===== src/rtl/button_debouncer.sv =====
// button_debouncer: two-flop synchroniser plus stability-counter FSM that turns a bouncy push button into a clean level.
// Define DEBOUNCE_REPEAT_EN to add auto-repeat: one-cycle low gaps on btn_db while the button is held.
module button_debouncer #(
    parameter int unsigned STABLE_CYCLES = 500000,
    parameter int unsigned REPEAT_DELAY  = 25000000,
    parameter int unsigned REPEAT_PERIOD = 12500000,
    parameter int unsigned CNT_W         = 25
) (
    input  logic clk,
    input  logic rst,
    input  logic btn_in,
    output logic btn_db,
    output logic bouncing
);

    // state        | meaning
    // IDLE         | released, btn_db=0
    // WAIT_PRESS   | high seen, qualifying press, btn_db=0
    // PRESSED      | accepted press, btn_db=1
    // WAIT_RELEASE | low seen, qualifying release, btn_db=1
    // GAP          | one-cycle repeat gap, btn_db=0 (auto-repeat build only)
    typedef enum logic [2:0] {
        IDLE         = 3'd0,
        WAIT_PRESS   = 3'd1,
        PRESSED      = 3'd2,
        WAIT_RELEASE = 3'd3,
        GAP          = 3'd4
    } state_t;

    localparam logic [CNT_W-1:0] STABLE_LAST = CNT_W'(STABLE_CYCLES - 1);
    localparam logic [CNT_W-1:0] CNT_ONE     = CNT_W'(1);

    // Reject parameter sets whose terminal values do not fit the counters.
    if (64'(STABLE_CYCLES) < 64'd2 ||
        64'(STABLE_CYCLES) > ((64'd1 << CNT_W) - 64'd1) ||
        64'(REPEAT_DELAY)  < 64'd1 ||
        64'(REPEAT_DELAY)  > (64'd1 << CNT_W) ||
        64'(REPEAT_PERIOD) < 64'd1 ||
        64'(REPEAT_PERIOD) > (64'd1 << CNT_W)) begin : g_bad_params
        $error("button_debouncer: parameter out of range for CNT_W");
    end

    logic             s1;
    logic             s2;
    state_t           state;
    state_t           state_nxt;
    logic [CNT_W-1:0] cnt;
    logic [CNT_W-1:0] cnt_nxt;

    always_ff @(posedge clk or posedge rst) begin
        if (rst) begin
            s1 <= 1'b0;
            s2 <= 1'b0;
        end else begin
            s1 <= btn_in;
            s2 <= s1;
        end
    end

    always_ff @(posedge clk or posedge rst) begin
        if (rst) begin
            state <= IDLE;
            cnt   <= '0;
        end else begin
            state <= state_nxt;
            cnt   <= cnt_nxt;
        end
    end

`ifdef DEBOUNCE_REPEAT_EN
    localparam logic [CNT_W-1:0] RPT_DELAY_LAST  = CNT_W'(REPEAT_DELAY - 1);
    localparam logic [CNT_W-1:0] RPT_PERIOD_LAST = CNT_W'(REPEAT_PERIOD - 1);

    logic [CNT_W-1:0] rpt;
    logic [CNT_W-1:0] rpt_nxt;

    always_ff @(posedge clk or posedge rst) begin
        if (rst) begin
            rpt <= '0;
        end else begin
            rpt <= rpt_nxt;
        end
    end
`endif

    always_comb begin
        state_nxt = state;
        cnt_nxt   = cnt;
`ifdef DEBOUNCE_REPEAT_EN
        rpt_nxt   = rpt;
`endif
        unique case (state)
            IDLE: begin
                if (s2) begin
                    state_nxt = WAIT_PRESS;
                    cnt_nxt   = CNT_ONE;
                end
            end
            WAIT_PRESS: begin
                if (!s2) begin
                    state_nxt = IDLE;
                    cnt_nxt   = '0;
                end else if (cnt == STABLE_LAST) begin
                    state_nxt = PRESSED;
                    cnt_nxt   = '0;
`ifdef DEBOUNCE_REPEAT_EN
                    rpt_nxt   = RPT_DELAY_LAST;
`endif
                end else begin
                    cnt_nxt = cnt + CNT_ONE;
                end
            end
            PRESSED: begin
                if (!s2) begin
                    state_nxt = WAIT_RELEASE;
                    cnt_nxt   = CNT_ONE;
                end
`ifdef DEBOUNCE_REPEAT_EN
                else if (rpt == '0) begin
                    state_nxt = GAP;
                end else begin
                    rpt_nxt = rpt - CNT_ONE;
                end
`endif
            end
            WAIT_RELEASE: begin
                // Returning to PRESSED keeps the repeat schedule running across a release glitch.
                if (s2) begin
                    state_nxt = PRESSED;
                    cnt_nxt   = '0;
                end else if (cnt == STABLE_LAST) begin
                    state_nxt = IDLE;
                    cnt_nxt   = '0;
                end else begin
                    cnt_nxt = cnt + CNT_ONE;
                end
            end
`ifdef DEBOUNCE_REPEAT_EN
            GAP: begin
                state_nxt = PRESSED;
                rpt_nxt   = RPT_PERIOD_LAST;
            end
`endif
            default: begin
                state_nxt = IDLE;
                cnt_nxt   = '0;
            end
        endcase
    end

    always_comb begin
        btn_db   = (state == PRESSED) || (state == WAIT_RELEASE);
        bouncing = (state == WAIT_PRESS) || (state == WAIT_RELEASE);
    end

endmodule


===== config.mk =====
export PLATFORM = sky130hd
export DESIGN_NAME = button_debouncer
export DESIGN_NICKNAME = d
export VERILOG_FILES = /design/src/rtl/button_debouncer.sv
export SDC_FILE = /design/constraint.sdc
export NUM_CORES = 1
export LEC_CHECK = 0
export BUFFER_PORTS_ARGS = -buffer_cell sky130_fd_sc_hd__buf_4
export CORE_ASPECT_RATIO = 0.7
export CORE_MARGIN = 2
export CORE_UTILIZATION = 41
export DETAILED_ROUTE_END_ITERATION = 12
export HOLD_SLACK_MARGIN = 0.03
export PLACE_DENSITY = 0.66
export RECOVER_POWER = 25
export SYNTH_ARGS = -nofsm -noshare
export SYNTH_HDL_FRONTEND = slang
export SYNTH_SLANG_ARGS = --single-unit

===== constraint.sdc =====
create_clock -name clk -period 5.2 [get_ports clk]
set_input_delay 0.78 -clock clk [delete_from_list [all_inputs] [get_ports clk]]
set_output_delay 0.78 -clock clk [all_outputs]
set_load 0.01 [all_outputs]

## Word level (Yosys, flattened, before mapping)

Index checks and enable logic that the tools add are counted.
W data, S select, Z words.

- Flip-flop bits (word level): 30
- Latch bits: 0
- Bits in writable memories: 0
- ROM bits: 0
- Bits of input ports: 3
- Output and inout bits: 2
- Logic and storage cells: 31
- Memories kept: 0

- Add/subtract/negate cells: 1
- $mul: 0
- Div/mod/pow operators: 0
- Magnitude comparators: 0
- Eq/ne operators: 8
- Shift operators: 0
- Multiplexer cells: 13
- Bitwise operators: 0
- Reductions and logical operators: 5

Operators with widths:

| cell | count |
|---|---|
| $mux W25 | 5 |
| $pmux W25 S4 | 1 |
| $add A25 B1 Y25 const B | 1 |
| $eq A25 B19 Y1 const B | 1 |
| $mux W3 | 6 |
| $pmux W3 S4 | 1 |
| $eq A3 B2 Y1 const B | 2 |
| $ne A3 B3 Y1 const B | 2 |
| $ne A2 B2 Y1 const B | 2 |
| $reduce_and A4 Y1 | 1 |
| $eq A3 B1 Y1 const B | 1 |
| $logic_not A3 Y1 | 1 |
| $logic_or A1 B1 Y1 | 2 |
| $reduce_and A2 Y1 | 1 |

## Depth between registers and ports, before layout

- Depth in word-level cells: 4
- Gate-level depth with buffers: 6
- Mapped depth without buffers: 5

## Worst setup path after synthesis

OpenSTA, ideal clock, no wires.

- Path type: register -> register
- From: register cnt[0]
- To: register cnt[10]
- Library setup time: 0.143 ns
- Data arrival time: 1.695 ns
- Data required time: 5.057 ns
- Path slack: 3.361 ns
- Cell stages (with the launch flop): 7
- Path buffers: 1
- Period minus slack after synthesis: 1.839 ns
- Cells stage by stage: dfrtp_1 ha_1 and4bb_2 nand4_1 o211ai_1 clkbuf_1 a22oi_1

- Longest elaborated chain between the ends: 4
- Elaborated cells between the ends (all ways): 6
- Classes of those cells: add/sub (1); eq/ne (1); mux (4)

RTL lines:

| element | RTL line | text |
|---|---|---|
| from (decl) | 47 | `logic [CNT_W-1:0] cnt;` |
| from (signal assigned) | 66 | `cnt <= cnt_nxt;` |
| $add A25 B1 Y25 or $eq A25 B19 Y1 (tied branches) | -- |  |
| $mux W25 (*) | 103, 131 |  |
| $mux W25, on equally long branches | 128, 100 |  |
| $pmux W25 S4 (*) | 92 | `unique case (state)` |

Mark *: on every way between the ends. The rest lies on a longest branch, timed or not.
A chain may end at the register's enable or synchronous reset.

==> results by group <==
Run status
  • Status: complete, no violations

Routing
  • Final WL: 3570 µm
  • Via density: slightly above 6
  • DRC violations left: 0
  • Initial DRC Count: 80
  • Post-route ant nets: 0
  • Total iterations of the first detailed-routing run: 4
  • DR WL/cell: 16.7 µm
  • Vias: 1286

Worst setup path
  • R2r worst-path depth: 4
  • Worst endpoint required time: 5.41 ns
  • Reg-to-reg critical path endpoint: cnt[11]
  • R2R Setup Slk: around 2.6 ns
  • Slowest CP cell: or4_2
  • Slowest stage delay, CP: 0.75 ns
  • CP cell instances: xor2_1 > o21ai_1 > or4_2 > a22oi_1
  • Critical Path Fanout Max: 17
  • CP endpoint kind: flip-flop
  • Critical Path AT: 2.83 ns
  • Setup crit end: cnt[11]
  • Crit path kind: flip-flop to flip-flop
  • Critical Path Source Type: flip-flop

Yosys
  • Syn nets: about 170
  • Number of synthesized register bits: 29
  • Sequential area share after synthesis: 0.448
  • Synth Area per Inst: 9.99 µm²
  • Post-Synthesis Cell Area: roughly 0.0016 mm²
  • FFs w/ async S/R, synth: 1.00
  • Top post-synthesis cells by count: dfrtp_1 (29), a22oi_1 (15), o31ai_1 (12), or4_1 (12)
  • Gate Count Post-Synth: around 160
  • Synth top area cells: dfrtp_1 (45%), a22oi_1 (7.0%), o31ai_1 (5.6%), or4_1 (5.6%), xor2_1 (4.3%)
  • Share of the synthesized area in the top cell type: 0.448
  • Post-synth top flop: dfrtp_1
  • Yosys cell types: 39
  • Ys Warns: 0
  • Synth area leader: dfrtp_1
  • Post-synth EDFFs: 0
  • Most common cell in the netlist: dfrtp_1

Timing
  • Slew HR: 0.163
  • Layout Skew: 0.00648 ns
  • Worst slew pin tran: 1.24 ns
  • Setup ws final: 2.58 ns
  • Fmax: ~380 MHz
  • Final Cycle Share: 0.503
  • Min Tclk post-route: ~2.6 ns
  • Max-slew violation count: 0
  • Final Hold Viols: 0
  • RSZ-0062 raised after global routing: no
  • Setup tns final: 0 ns
  • Final setup viols: 0

Placed design
  • Port bufs: 4
  • Worst slack at placement: approximately 2.6 ns
  • HPWL after DPL: approximately 2300 µm
  • Placed Area: between 0.0015 and 0.002 mm²
  • GPL Wtd Cong: between 0.8 and 0.9

Floorplanning
  • Effective utilization at floorplan: 0.420
  • Core area: a little under 0.004 mm²
  • Die area: ~0.0045 mm²
  • FP Rows: 19
  • Die Span X: approximately 79 µm
  • Die Height: roughly 57 µm
  • Ports: 5

Worst hold path
  • Worst hold path type: flip-flop to flip-flop

Global route
  • First-pass GRT wire length: slightly above 6000 µm
  • Largest net degree at the start of global routing: 30
  • Gr ovfl total: 0
  • GRT Total Usage: 0.183
  • Number of global-route vias before repair: approximately 1300
  • Initial antenna violation count: 0

Clocking
  • Post-CTS Setup Bufs: 0
  • Clk sinks: 29
  • Clock transition at path regs: 0.06 ns
  • H-tree Lvls: 2
  • # resized after CTS: 0
  • CTS Buf Count: 5
  • Root Driver: clkbuf_8
  • Worst skew pair latency: 0.29 ns
  • Max clock buf depth: 2
  • Hold_buf cts: 0
  • TritonCTS clock tree: yes

Finish
  • Final Instance Area: 0.00174 mm²
  • # fillers: 378
  • Area delta synth->final: 7.19%
  • ANT cells: 0
  • Final net count: around 170
  • Layout cell share with drive strength beyond 1: 0.118

Run
  • Max cap viols: 0

Power
  • Leak pwr: 0.678 nW
  • Power density cells: about 260 mW/mm²
  • Power Total: around 450 µW
  • VDD IR max: ~0.11 mV
-- through the flow --
step	utilization	hold WS, ns	instances
floorplan	-	0.331	162
global placement	0.428	0.343	206
detailed placement	0.428	0.347	206
CTS	0.451	0.362	213
global route	0.451	0.371	213
finish	0.451	0.360	213
-- critical path: cells and delay by family, from the launching register on --
family,cells,cell delay [ns]
compound gates,2,0.70
simple gates,1,0.75
xor+xnor,1,0.68
flops,1,0.40
-- area by class of cell --
| type | count | area [µm²] | area share |
|---|---|---|---|
| clock buffer | 7 | 86.3 | 0.0497 |
| inverter | 8 | 30.0 | 0.0173 |
| sequential | 29 | 726 | 0.418 |
| tap | 52 | 65.1 | 0.0375 |
| timing repair buffer | 5 | 37.5 | 0.0216 |
| multi-input combinational | 112 | 791 | 0.456 |
-- report_power, final --
part           switching [mW]  internal [mW]  total, mW
combinational          0.0173        0.00755     0.0248
clock                  0.0866          0.105      0.191
sequential            0.00424          0.230      0.234
total                   0.108          0.342      0.450
-- worst min path at each step --
| stage | depth (start not counted) | startpoint | to | slack [ns] |
|---|---|---|---|---|
| floorplan | 0 | s1 | s2 | 0.33 |
| global placement | 0 | s1 | s2 | 0.34 |
| detailed placement | 0 | s1 | s2 | 0.35 |
| CTS | 0 | s1 | s2 | 0.36 |
| global route | 0 | s1 | s2 | 0.37 |
| finish | 0 | s1 | s2 | 0.36 |
-- registers in the layout, indices dropped and copies added, names as in the netlist, named ones only --
register / flops
cnt: 25
s1: 1
s2: 1
state: 1
-- cells by family after synthesis --
kind of cell	share of synthesized area
mux	0.00695
xor+xnor	0.0433
buf+inv	0.0634
simple gates	0.202
compound gates	0.229
flops	0.448
fa+ha+maj	0.00773
-- routing by layer --
metal	routed length, µm	track usage
met1	1850	0.246
met2	1530	0.268
met4	48	0.0517
met3	138	0.0820
met5	0	0
-- placed cells by master, fill, tap and decap left out, drive strengths merged, types with 3 or more instances in the layout --
master,n
dfrtp,29
a22oi,15
or4,13
o31ai,12
clkbuf,9
xor2,8
inv,8
a21oi,7
nand3,6
nand2,6
o21ai,6
o211ai,5
nand4,4
or3,3
buf,3
No activity file was read; power rests on OpenSTA's default activity.
